[config.mk]
export PLATFORM = sky130hd
export DESIGN_NAME = serial_frame_ctrl
export DESIGN_NICKNAME = d
export VERILOG_FILES = /design/src/rtl/serial_frame_ctrl.sv
export SDC_FILE = /design/constraint.sdc
export NUM_CORES = 1
export LEC_CHECK = 0
export ABC_AREA = 0
export CORE_AREA = 4 4 61 52
export CTS_CLUSTER_SIZE = 10
export DETAILED_ROUTE_END_ITERATION = 12
export DIE_AREA = 0 0 65 56
export GPL_ROUTABILITY_DRIVEN = 0
export PLACE_DENSITY = 0.76
export SLEW_MARGIN = 0
export SYNTH_ARGS = -nofsm -noshare
export SYNTH_HDL_FRONTEND = slang
export SYNTH_SLANG_ARGS = --single-unit
export TNS_END_PERCENT = 10
[constraint.sdc]
create_clock -name clock -period 2.3 [get_ports clock]
set_clock_uncertainty 0.05 [all_clocks]
set_input_delay 0.23 -clock clock [delete_from_list [all_inputs] [get_ports clock]]
set_output_delay 0.23 -clock clock [all_outputs]
set_load 0.01 [all_outputs]
[src/rtl/serial_frame_ctrl.sv]
// Purpose: receive-side async serial frame capture (start 0, DATA_W data bits LSB first, stop 1).
// Latency: word valid 1 cycle after the stop-bit sample (fall + OVERSAMPLE*(DATA_W+1) + OVERSAMPLE/2 + 1).
// Backpressure: held word is frozen while data_ready=0; a newer completed frame is dropped with an overrun pulse.
//
// Ports:
//   clock, reset      - single clock, asynchronous active-low reset
//   Data_in           - raw serial line (idle high, asynchronous to clock)
//   rx_enable         - permits a new frame to start (looked at only while idle)
//   data_out/valid    - captured word and its valid flag
//   data_ready        - consumer accept
//   frame_err/overrun - single-cycle error pulses
//   busy              - receiver is inside a frame
module serial_frame_ctrl #(
  parameter int DATA_W     = 8,
  parameter int OVERSAMPLE = 4
) (
  input  logic              clock,
  input  logic              reset,
  input  logic              Data_in,
  input  logic              rx_enable,
  output logic [DATA_W-1:0] data_out,
  output logic              data_valid,
  input  logic              data_ready,
  output logic              frame_err,
  output logic              overrun,
  output logic              busy
);

  localparam int CNT_W = $clog2(OVERSAMPLE);
  localparam int IDX_W = (DATA_W > 1) ? $clog2(DATA_W) : 1;

  localparam logic [CNT_W-1:0] CNT_HALF = CNT_W'(OVERSAMPLE / 2 - 1);
  localparam logic [CNT_W-1:0] CNT_FULL = CNT_W'(OVERSAMPLE - 1);
  localparam logic [IDX_W-1:0] IDX_LAST = IDX_W'(DATA_W - 1);

  typedef enum logic [1:0] {
    IDLE  = 2'd0,
    START = 2'd1,
    DATA  = 2'd2,
    STOP  = 2'd3
  } state_t;

  // Two-flop synchroniser plus registered falling-edge flag.
  logic sig_a_q, sig_b_q, fall_q;

  state_t             state_q, state_d;
  logic [CNT_W-1:0]   cnt_q, cnt_d;
  logic [IDX_W-1:0]   idx_q, idx_d;
  logic [DATA_W-1:0]  shift_q, shift_d;
  logic [DATA_W-1:0]  data_q, data_d;
  logic               valid_q, valid_d;
  logic               ferr_q, ferr_d;
  logic               ovr_q, ovr_d;

  always_ff @(posedge clock or negedge reset) begin
    if (!reset) begin
      sig_a_q <= 1'b1;
      sig_b_q <= 1'b1;
      fall_q  <= 1'b0;
    end else begin
      sig_a_q <= Data_in;
      sig_b_q <= sig_a_q;
      fall_q  <= sig_b_q & ~sig_a_q;
    end
  end

  always_ff @(posedge clock or negedge reset) begin
    if (!reset) begin
      state_q <= IDLE;
      cnt_q   <= '0;
      idx_q   <= '0;
      shift_q <= '0;
      data_q  <= '0;
      valid_q <= 1'b0;
      ferr_q  <= 1'b0;
      ovr_q   <= 1'b0;
    end else begin
      state_q <= state_d;
      cnt_q   <= cnt_d;
      idx_q   <= idx_d;
      shift_q <= shift_d;
      data_q  <= data_d;
      valid_q <= valid_d;
      ferr_q  <= ferr_d;
      ovr_q   <= ovr_d;
    end
  end

  always_comb begin
    state_d = state_q;
    cnt_d   = cnt_q;
    idx_d   = idx_q;
    shift_d = shift_q;
    data_d  = data_q;
    valid_d = valid_q;
    ferr_d  = 1'b0;
    ovr_d   = 1'b0;

    // Consumer handshake; a delivery below may re-set valid in the same cycle.
    if (valid_q && data_ready) begin
      valid_d = 1'b0;
    end

    case (state_q)
      IDLE: begin
        if (fall_q && rx_enable) begin
          state_d = START;
          cnt_d   = CNT_HALF;
        end
      end

      START: begin
        if (cnt_q == '0) begin
          if (!sig_b_q) begin
            state_d = DATA;
            cnt_d   = CNT_FULL;
            idx_d   = '0;
          end else begin
            // Line back high at mid start bit: treat as a glitch.
            state_d = IDLE;
          end
        end else begin
          cnt_d = cnt_q - 1'b1;
        end
      end

      DATA: begin
        if (cnt_q == '0) begin
          // Right shift: the first received bit lands at the LSB.
          shift_d             = shift_q >> 1;
          shift_d[DATA_W-1]   = sig_b_q;
          cnt_d               = CNT_FULL;
          if (idx_q == IDX_LAST) begin
            state_d = STOP;
          end else begin
            idx_d = idx_q + 1'b1;
          end
        end else begin
          cnt_d = cnt_q - 1'b1;
        end
      end

      STOP: begin
        if (cnt_q == '0) begin
          state_d = IDLE;
          if (sig_b_q) begin
            // Accept coinciding with delivery frees the slot: no overrun, no valid gap.
            if (!valid_q || data_ready) begin
              data_d  = shift_q;
              valid_d = 1'b1;
            end else begin
              ovr_d = 1'b1;
            end
          end else begin
            ferr_d = 1'b1;
          end
        end else begin
          cnt_d = cnt_q - 1'b1;
        end
      end

      default: begin
        state_d = IDLE;
      end
    endcase
  end

  assign data_out   = data_q;
  assign data_valid = valid_q;
  assign frame_err  = ferr_q;
  assign overrun    = ovr_q;
  assign busy       = (state_q != IDLE);

endmodule
Word-level counts from Yosys, hierarchy flattened:

Cells that the tools add are included.

* output and inout port bits: 12
* word-level logic and storage cells: 70
* flip-flop bits (word level): 29

* bitwise operators: 2
* reductions and logical operators: 13
* multiplexer cells: 29
* add/subtract/negate cells: 2
* equality and inequality tests: 13

Operators by type and width (number)
* $mux 2: 10
* $ne 2x2->1 const B: 8
* $pmux 2 s4: 2
* $mux 1: 12
* $mux 3: 4
* $reduce_and 5->1: 2
* $pmux 3 s2: 1
* $eq 2x2->1 const B: 2
* $logic_not 2->1: 2
* $reduce_and 4->1: 1
* $reduce_bool 2->1: 2
* $add 3x1->3 const B: 1
* $eq 3x3->1 const B: 1
* $ne 3x3->1 const B: 1
* $reduce_and 3->1: 1
* $eq 2x1->1 const B: 1
* $logic_and 1x1->1: 2
* $reduce_and 2->1: 1
* $sub 2x1->2 const B: 1
* $and 1x1->1: 1
* $logic_not 1->1: 1
* $logic_or 1x1->1: 1
* $not 1->1: 1

Longest topological paths before layout:

Gate-level depths: netlist of run 1.

* depth in word-level cells: 6
* mapped depth: 7
* gate-level depth less buffers: 6

Least setup slack after synthesis of run 1:

No wires, ideal clock.

* path type: register to register
* start point: register (tool-made name)
* end point: register idx_q[0]
* required time: 2.125 ns
* period minus slack after synthesis: 1.743 ns
* library setup time: 0.125 ns
* setup slack: 0.557 ns
* arrival: 1.568 ns
* stages on the path, launching flop included: 7
* cell sequence: dfrtp_1 inv_1 ha_1 or2b_1 a21oi_1 a21o_4 mux2_4

RTL lines
* end signal, assigned: line 80 `idx_q <= idx_d;`
* end, declared: line 48 `logic [IDX_W-1:0] idx_q, idx_d;`

Final worst setup path of run 1:

* start point: register state_q[0]
* end point: output busy

* cells in the longest elaborated chain, start to end: 1

Ends and longest elaborated chain
* start, declared: line 46 `state_t state_q, state_d;`
* start signal, assigned: line 78 `state_q <= state_d;`
* $reduce_bool 2->1: line 172 `assign busy = (state_q != IDLE);`
* end, declared: line 26 `output logic busy`

No other way between the ends.

==> metrics, run 1 <==
FF+latch count, synth=29; largest net degree at the start of global routing=30; Synth area leaders=dfrtp_1 (51%), mux2_2 (14%), ha_1 (8.5%); MaxCap Viol Count=0; CP Capture Type=output pin; Starting Density=0.5074; largest area contributor in the netlist=dfrtp_1; final hold vios=0; hpwl dp=1.626 mm; register area share after synthesis=0.5485; num rows=17; Tcrit/Tclk final=0.8445; post-CTS sizing=0; CP delay by family, top=buffers and inverters; number of antenna violations at the first check in global routing=0; layout cell share with drive strength beyond 1=0.2640; pre-CTS setup slack=between 0.4 and 0.5 ns; Final nets=~140; Worst Path Required=just over 2 ns; setup TNS=0 ns; Layout area overhead=20.83%; final instance area=between 1500 and 2000 um2; setup violators final=0; clk_lat worst skew=between 0.3 and 0.4 ns; CP dominant cell by count=inv_1; clk buf depth=2; footprint of the multi-input gates=545.5 um2; Post-CTS Hold Buffers=0; Final Non-Filler Cells=163; CP Buf/Inv Count=3; # diodes=0; per-cell routed wire length=about 14 um; Final Critical Period=~1.9 ns; Die H=56 um; Critical-path top delay cell=clkdlybuf4s50_1; FILL cells=approximately 230; post-CTS setup repair buffer count=0; die width=~65 um; DRC Markers=0; commonest non-fill, non-tap cells in the layout=dfrtp_1 (27), mux2_2 (16), clkdlybuf4s50_1 (16), inv_1 (9), ha_1 (9); Worst Slack Setup Final=roughly 0.36 ns; CTS Sinks=29; vias in the first global route=924; core area=approximately 2600 um2; CTS root buffer=clkbuf_4; Synth top area share=0.5090; status=complete, no violations; maximum resistive drop on vdd=between 400 and 500 uV; Placed Instance Area=1534 um2; first-pass GRT wire length=around 4.0 mm; Startpoint Class=flip-flop; CTS tree=yes; Cell Area, Synth=1328 um2; yosys warns=0; Cells after Synth=101; commonest non-fill, non-tap cell in the layout=dfrtp_1; vias post-DR=815; final antenna-violating net count=0; DP Cell Count=155; Relative slew margins=0.7463; Port Buf Inserts=16; Syn Nets=between 100 and 150; Die Area=between 3000 and 4000 um2; Avg Inst Size Synth=~13 um2; RSZ-0062 raised after global routing=false; Util after Layout=0.6131; critical path fanouts, max=5; Max Slew Vio Count=0; CP peak stage delay=between 0.5 and 0.6 ns; grt ovf=0; Clk pin slew, worst setup/hold paths=~0.10 ns; HP Class=primary input to async pin; total CTS buffers=5; crit path cell chain=inv_1, ha_1, inv_1, clkdlybuf4s50_1; critical path type=flip-flop to output pin; Pwr per Cell Area=approximately 1000 nW/um2; DR pass1 iterations=2; post-synthesis cell type count=27; gr usage total=0.1477; routed wire length=2.241 mm; fmax=roughly 500 MHz; P_leak=~0.78 nW; H-tree depth=2; Slew @ Worst Pin=around 0.38 ns; register area=approximately 730 um2; vias per inst=5.000; DR iter-0 viols=19; Crit path arrival time=about 1.7 ns; IO Pins=17
[final timing paths]
check / startpoint / to / slack (ns) / cells past startpoint
min in group clock: Data_in / sig_a_q / 0.27 / 1
setup / recovery: state_q[0] / busy / 0.36 / 4
setup reg to reg: state_q[0] / idx_q[0] / 0.42 / 6
hold / removal: reset / idx_q[0] / 0.23 / 2
max in group asynchronous: reset / sig_b_q / 1.66 / 2
hold reg to reg: sig_a_q / sig_b_q / 0.32 / 0
[worst reg2reg max path: cells and delay by family (launching register included)]
kind / cells / cell delay, ns
muxes: 1 / 0.29
buffers and inverters: 2 / 0.27
AOI/OAI and AO/OA: 2 / 0.46
DFF: 1 / 0.43
adders and majority gates: 1 / 0.27
[per-stage QoR]
| step | power, W | hold WS [ns] |
|---|---|---|
| 2_1_floorplan | 0.001074 | -0.1156 |
| 3_3_place_gp | 0.001193 | 0.3065 |
| 3_5_place_dp | 0.001228 | 0.3090 |
| 4_1_cts | 0.001586 | 0.2304 |
| 5_1_grt | 0.001675 | 0.2421 |
| 6_report | 0.001568 | 0.2286 |
[per-layer routing]
layer / track usage / part of all wire / vias up / wire length, um
met5: 0 / 0 / - / 0
met4: 0.07831 / 0.018 / 0 / 41
met3: 0.05657 / 0.034 / 6 / 77
met2: 0.2274 / 0.50 / 15 / 1125
met1: 0.1772 / 0.44 / 405 / 997
li1: - / - / 389 / -
[cell usage after synthesis (all sizes together)]
library cell / number
nand3: 1
dfrtp: 27
mux2: 17
o31ai: 1
nor3: 1
or2b: 1
a211oi: 1
nand2b: 1
dfstp: 2
inv: 10
a21oi: 3
mux2i: 4
a21boi: 1
nand2: 5
o21ai: 2
ha: 9
a21o: 2
a2111oi: 1
nor2b: 3
buf: 2
nor2: 4
o211ai: 2
a22oi: 1
[final cells by class]
type,count,area share
timing repair buffer,18,0.1092
clock inverter,1,0.003120
tap,38,0.02964
sequential,29,0.4540
clock buffer,7,0.04056
inverter,10,0.02340
multi-input combinational,60,0.3401
[state kept, by name, summed over array words and instances, names as in the netlist, named ones only]
name	flops
cnt_q	2
data_out	8
data_valid	1
fall_q	1
frame_err	1
idx_q	3
overrun	1
shift_q	8
sig_a_q	1
sig_b_q	1
state_q	1
[cells by family after synthesis]
logic type                 Yosys count  share of synthesized area
adders and majority gates            9                    0.08483
DFF                                 29                     0.5485
buffers and inverters               12                    0.04052
and+or+nand+nor                     16                    0.05749
AOI/OAI and AO/OA                   14                    0.09143
muxes                               21                     0.1772
[power breakdown]
group	switching, W	internal, W	total [W]
Combinational	0.000293	0.000269	0.000562
Clock	0.000173	0.000177	0.000350
Sequential	0.0000578	0.000598	0.000655
Note: power is estimated with default switching activity, not from simulation.
==> run 2: changes to the inputs <==
--- a/config.mk
+++ b/config.mk
@@ -6,12 +6,12 @@
 export NUM_CORES = 1
 export LEC_CHECK = 0
 export ABC_AREA = 0
-export CORE_AREA = 4 4 61 52
+export CORE_AREA = 4 4 64 55
 export CTS_CLUSTER_SIZE = 10
 export DETAILED_ROUTE_END_ITERATION = 12
-export DIE_AREA = 0 0 65 56
+export DIE_AREA = 0 0 68 59
 export GPL_ROUTABILITY_DRIVEN = 0
-export PLACE_DENSITY = 0.76
+export PLACE_DENSITY = 0.72
 export SLEW_MARGIN = 0
 export SYNTH_ARGS = -nofsm -noshare
 export SYNTH_HDL_FRONTEND = slang
==> constraint.sdc (replaced) <==
create_clock -name clock -period 1.6 [get_ports clock]
set_clock_uncertainty 0.05 [all_clocks]
set_input_delay 0.16 -clock clock [delete_from_list [all_inputs] [get_ports clock]]
set_output_delay 0.16 -clock clock [all_outputs]
set_load 0.01 [all_outputs]
==> run 2 against run 1 <==
The flow now finishes with violations (setup timing). Critical path depth is 2 higher. Clock-buffer cell count stayed put. Clock power is 27% higher. Core utilization is 2.2 points higher. Sequential power is 49% higher. Flip-flop and latch count stayed put. Critical path type is now flip-flop to flip-flop. Largest cell class unchanged.
==> metrics, run 2 (synthesis gave the netlist of run 1 again) <==
status=finished with violations; final instance area=about 1900 um2; num rows=18; final antenna-violating net count=0; grt ovf=0; core area=roughly 2900 um2; number of antenna violations at the first check in global routing=0; CTS tree=yes; CTS root buffer=clkbuf_4; Post-CTS Hold Buffers=0; FILL cells=roughly 230; vias in the first global route=about 840; CTS Sinks=29; Pwr per Cell Area=1376 nW/um2; register area=730.7 um2; Crit path arrival time=between 1.5 and 2 ns; hpwl dp=approximately 1.7 mm; layout cell share with drive strength beyond 1=0.4786; routed wire length=~2.4 mm; vias post-DR=approximately 860; clk buf depth=2; Port Buf Inserts=16; Worst Slack Setup Final=-0.08005 ns; Startpoint Class=flip-flop; maximum resistive drop on vdd=683.1 uV; HP Class=primary input to async pin; commonest non-fill, non-tap cells in the layout=dfrtp_1 (25), clkdlybuf4s50_1 (15), buf_4 (14), mux2_2 (12), ha_4 (6); pre-CTS setup slack=-0.1215 ns; DR iter-0 viols=7; fmax=a little under 600 MHz; critical path type=flip-flop to flip-flop; Relative slew margins=0.7637; DP Cell Count=around 170; Tot Pwr=0.002557 W; total CTS buffers=5; MaxCap Viol Count=0; H-tree depth=2; gr usage total=0.1325; Hold WS=approximately 0.16 ns; Layout area overhead=39.96%; Final nets=around 150; P_leak=between 0.8 and 0.9 nW; per-cell routed wire length=roughly 13 um; IO Pins=17; Tcrit/Tclk final=1.050; footprint of the multi-input gates=~670 um2; Worst Path Required=between 1.5 and 2 ns; Slew @ Worst Pin=between 0.3 and 0.4 ns; failing checks=setup timing; Die Area=around 4000 um2; vias per inst=around 4.8; final hold vios=0; Starting Density=0.4534; # diodes=0; Final Non-Filler Cells=between 150 and 200; critical path fanouts, max=4; setup violators final=7; die width=around 68 um; DRC Markers=0; largest net degree at the start of global routing=30; RSZ-0062 raised after global routing=true; first-pass GRT wire length=around 3.8 mm; clk_lat worst skew=~0.32 ns; Clk pin slew, worst setup/hold paths=roughly 0.09 ns; DR pass1 iterations=4; Die H=between 50 and 60 um; Max Slew Vio Count=0; Final Critical Period=roughly 1.7 ns; commonest non-fill, non-tap cell in the layout=dfrtp_1; Placed Instance Area=1670 um2; CP Capture Type=flip-flop
-- run 2: cell types whose count changed in the layout (fill, tap and decap cells not counted), moves of 3 or more --
cell	before	now
inv_1	9	5
ha_4	0	6
buf_4	2	14
ha_1	9	2
buf_6	0	3
mux2_2	16	12
a21oi_1	3	0
a21oi_2	0	3
mux2_4	1	5
-- run 2: final cells by class --
cell class | count | share of cell area
flip-flops and latches | 29 | 0.3933
well taps | 40 | 0.02694
clock buffers | 7 | 0.02963
multi-input cells | 60 | 0.3582
repair buffers | 34 | 0.1690
inverters | 10 | 0.02290
-- run 2: worst max-delay path, stage by stage (launching register included) --
cell	delay [ns]
dfrtp_2	0.44
inv_4	0.08
ha_4	0.15
or2b_1	0.27
a21oi_2	0.14
a21o_4	0.15
mux2_4	0.29
-- run 2: report_power, final --
group          internal (W)  switching (W)
sequential         0.000864       0.000112
clock              0.000207       0.000238
combinational      0.000611       0.000524
-- run 2: repair_timing --
item,in CTS,in global routing
endpoints found under the hold margin,0,0
cloned,0,0
setup buffers,3,3
resized for setup,7,20
pin swaps,0,3
endpoints found under the setup margin,24,24
-- run 2: worst paths after layout --
path / from / endpoint / slack (ns) / depth (start not counted)
max: flip-flop / idx_q[0] / -0.08 / 6
min: reset / cnt_q[0] / 0.16 / 2
max reg2reg: flip-flop / idx_q[0] / -0.08 / 6
min reg2reg: sig_a_q / sig_b_q / 0.32 / 0
max in group asynchronous: reset / sig_a_q / 1.03 / 2
min in group clock: Data_in / sig_a_q / 0.20 / 1
-- run 2: per-stage QoR --
| step | util | TNS, ns |
|---|---|---|
| 6_report | 0.6346 | -0.1641 |
| 5_1_grt | 0.6346 | -0.6658 |
| 4_1_cts | 0.5996 | -0.5054 |
| 3_5_place_dp | 0.5705 | -1.183 |
| 3_3_place_gp | 0.5705 | -0.2062 |
| 2_1_floorplan | - | -0.03492 |
-- run 2: metal layers --
metal	GRT usage	vias up	share of wire	wire, um
met1	0.1675	424	0.46	1093
li1	-	419	-	-
met2	0.1978	14	0.51	1212
met4	0.03966	0	0	0
met5	0	-	0	0
met3	0.06831	0	0.034	82
==> run 3: changes to the inputs <==
--- a/config.mk
+++ b/config.mk
@@ -5,13 +5,14 @@
 export SDC_FILE = /design/constraint.sdc
 export NUM_CORES = 1
 export LEC_CHECK = 0
-export ABC_AREA = 0
-export CORE_AREA = 4 4 64 55
+export CELL_PAD_IN_SITES_DETAIL_PLACEMENT = 0
+export CELL_PAD_IN_SITES_GLOBAL_PLACEMENT = 2
+export CORE_AREA = 4 4 76 64
 export CTS_CLUSTER_SIZE = 10
 export DETAILED_ROUTE_END_ITERATION = 12
-export DIE_AREA = 0 0 68 59
+export DIE_AREA = 0 0 80 68
 export GPL_ROUTABILITY_DRIVEN = 0
-export PLACE_DENSITY = 0.72
+export PLACE_DENSITY = 0.73
 export SLEW_MARGIN = 0
 export SYNTH_ARGS = -nofsm -noshare
 export SYNTH_HDL_FRONTEND = slang
==> run 3 against run 2 <==
The run still ends with setup timing left. Die area increased by 36%. Total power increased by 8.8%. Critical path type unchanged. Combinational power increased by 9%. Flip-flop and latch count unchanged. Routed wire length increased by 10%. Largest power group unchanged. Hold slack improved by 0.039 ns. Cell area increased by 5.2%. First-iteration DRC count increased to 6.6 times the previous value. Via count decreased by 0.35%. Register-to-register slack improved by 0.02 ns. Core utilization decreased by 16 points. Clock power increased by 33%.
==> metrics, run 3 (synthesis gave the netlist of run 1 again) <==
Die H=between 60 and 70 um; final antenna-violating net count=0; Relative slew margins=0.7626; Clk pin slew, worst setup/hold paths=0.07 ns; Die Area=~5400 um2; largest net degree at the start of global routing=30; Final Non-Filler Cells=just under 200; Slew @ Worst Pin=0.3561 ns; Hold WS=about 0.2 ns; Final nets=approximately 150; Startpoint Class=flip-flop; commonest non-fill, non-tap cells in the layout=dfrtp_1 (26), clkdlybuf4s50_1 (15), buf_4 (14), mux2_4 (12); clk_lat worst skew=around 0.28 ns; vias in the first global route=930; DR iter-0 viols=46; total CTS buffers=5; die width=80 um; final hold vios=0; # diodes=0; clk buf depth=2; maximum resistive drop on vdd=about 620 uV; routed wire length=2.627 mm; DR pass1 iterations=3; vias per inst=about 4.3; Crit path arrival time=~1.8 ns; core area=~4100 um2; num rows=21; Final Critical Period=around 1.7 ns; Max Slew Vio Count=0; vias post-DR=between 800 and 900; setup violators final=11; Pwr per Cell Area=between 1000 and 1500 nW/um2; CTS root buffer=clkbuf_8; critical path fanouts, max=3; first-pass GRT wire length=about 4.4 mm; MaxCap Viol Count=0; status=finished with violations; DRC Markers=0; Placed Instance Area=roughly 1700 um2; Port Buf Inserts=16; RSZ-0062 raised after global routing=true; gr usage total=0.1074; IO Pins=17; final instance area=approximately 2000 um2; number of antenna violations at the first check in global routing=0; failing checks=setup timing; DP Cell Count=186; critical path type=flip-flop to flip-flop; Tcrit/Tclk final=1.037; Layout area overhead=47.22%; P_leak=~0.91 nW; fmax=~600 MHz; H-tree depth=2; Worst Path Required=1.71 ns; Starting Density=0.3239; CP Capture Type=flip-flop; Worst Slack Setup Final=-0.05925 ns; CTS tree=yes; CTS Sinks=29; commonest non-fill, non-tap cell in the layout=dfrtp_1; HP Class=primary input to async pin; grt ovf=0; hpwl dp=approximately 1.8 mm; per-cell routed wire length=about 13 um; layout cell share with drive strength beyond 1=0.4823
==> run 3: cell types whose count changed in the layout (fill, tap and decap cells not counted), sizes merged <==
cell	change
clkbuf	-3
clkinv	+2
dlygate4sd2	+1
clkinvlp	+1
==> run 3: power breakdown <==
part | switching, W | internal, W | total (W)
logic | 0.000571 | 0.000673 | 0.00124
clock network | 0.000290 | 0.000299 | 0.000590
registers | 0.0000848 | 0.000863 | 0.000948
total | 0.000946 | 0.00184 | 0.00278
==> run 3: final cells by class <==
class	count	area [um2]
timing repair buffer	34	317.8
multi-input combinational	60	711.9
inverter	10	37.54
clock buffer	5	68.82
fill	394	2145
tap	57	71.32
sequential	29	729.5
clock inverter	3	17.52
==> run 3: stage by stage <==
step / util / total power (W) / TNS, ns / worst slack (ns)
final: 0.4768 / 0.002782 / -0.1971 / -0.05925
after global routing: 0.4768 / 0.002990 / -0.9451 / -0.1230
after CTS: 0.4527 / 0.002704 / -0.4400 / -0.06330
after detailed placement: 0.4164 / 0.002004 / -0.8878 / -0.1043
after global placement: 0.4164 / 0.001973 / -0.4119 / -0.05620
after floorplan: - / 0.001620 / -0.03492 / -0.03492
==> run 3: per-layer routing <==
layer / routed length [um] / global-route usage / vias to the layer above
met3: 110 / 0.04079 / 3
li1: - / - / 421
met2: 1278 / 0.1643 / 13
met1: 1219 / 0.1370 / 417
met4: 19 / 0.04430 / 0
met5: 0 / 0 / -
==> run 3: final timing paths <==
| path | start | to | slack [ns] | cells after the start |
|---|---|---|---|---|
| setup / recovery | idx_q[0] | idx_q[0] | -0.06 | 5 |
| hold / removal | reset | data_out[0] | 0.20 | 2 |
| setup reg to reg | idx_q[0] | idx_q[0] | -0.06 | 5 |
| hold reg to reg | sig_a_q | sig_b_q | 0.32 | 0 |
| max in group asynchronous | reset | sig_b_q | 0.99 | 2 |
| min in group clock | Data_in | sig_a_q | 0.24 | 1 |
==> run 3: what timing repair did <==
item	in CTS	in global routing
cloned	0	0
resized for setup	16	16
hold buffers	0	0
setup buffers	2	2
pin swaps	0	3
endpoints found under the setup margin	18	23
==> run 3: critical path: stages (launching register included) <==
cell	delay (ns)
dfrtp_1	0.40
ha_2	0.21
ha_4	0.18
a2111oi_4	0.28
a21o_4	0.14
mux2_4	0.28
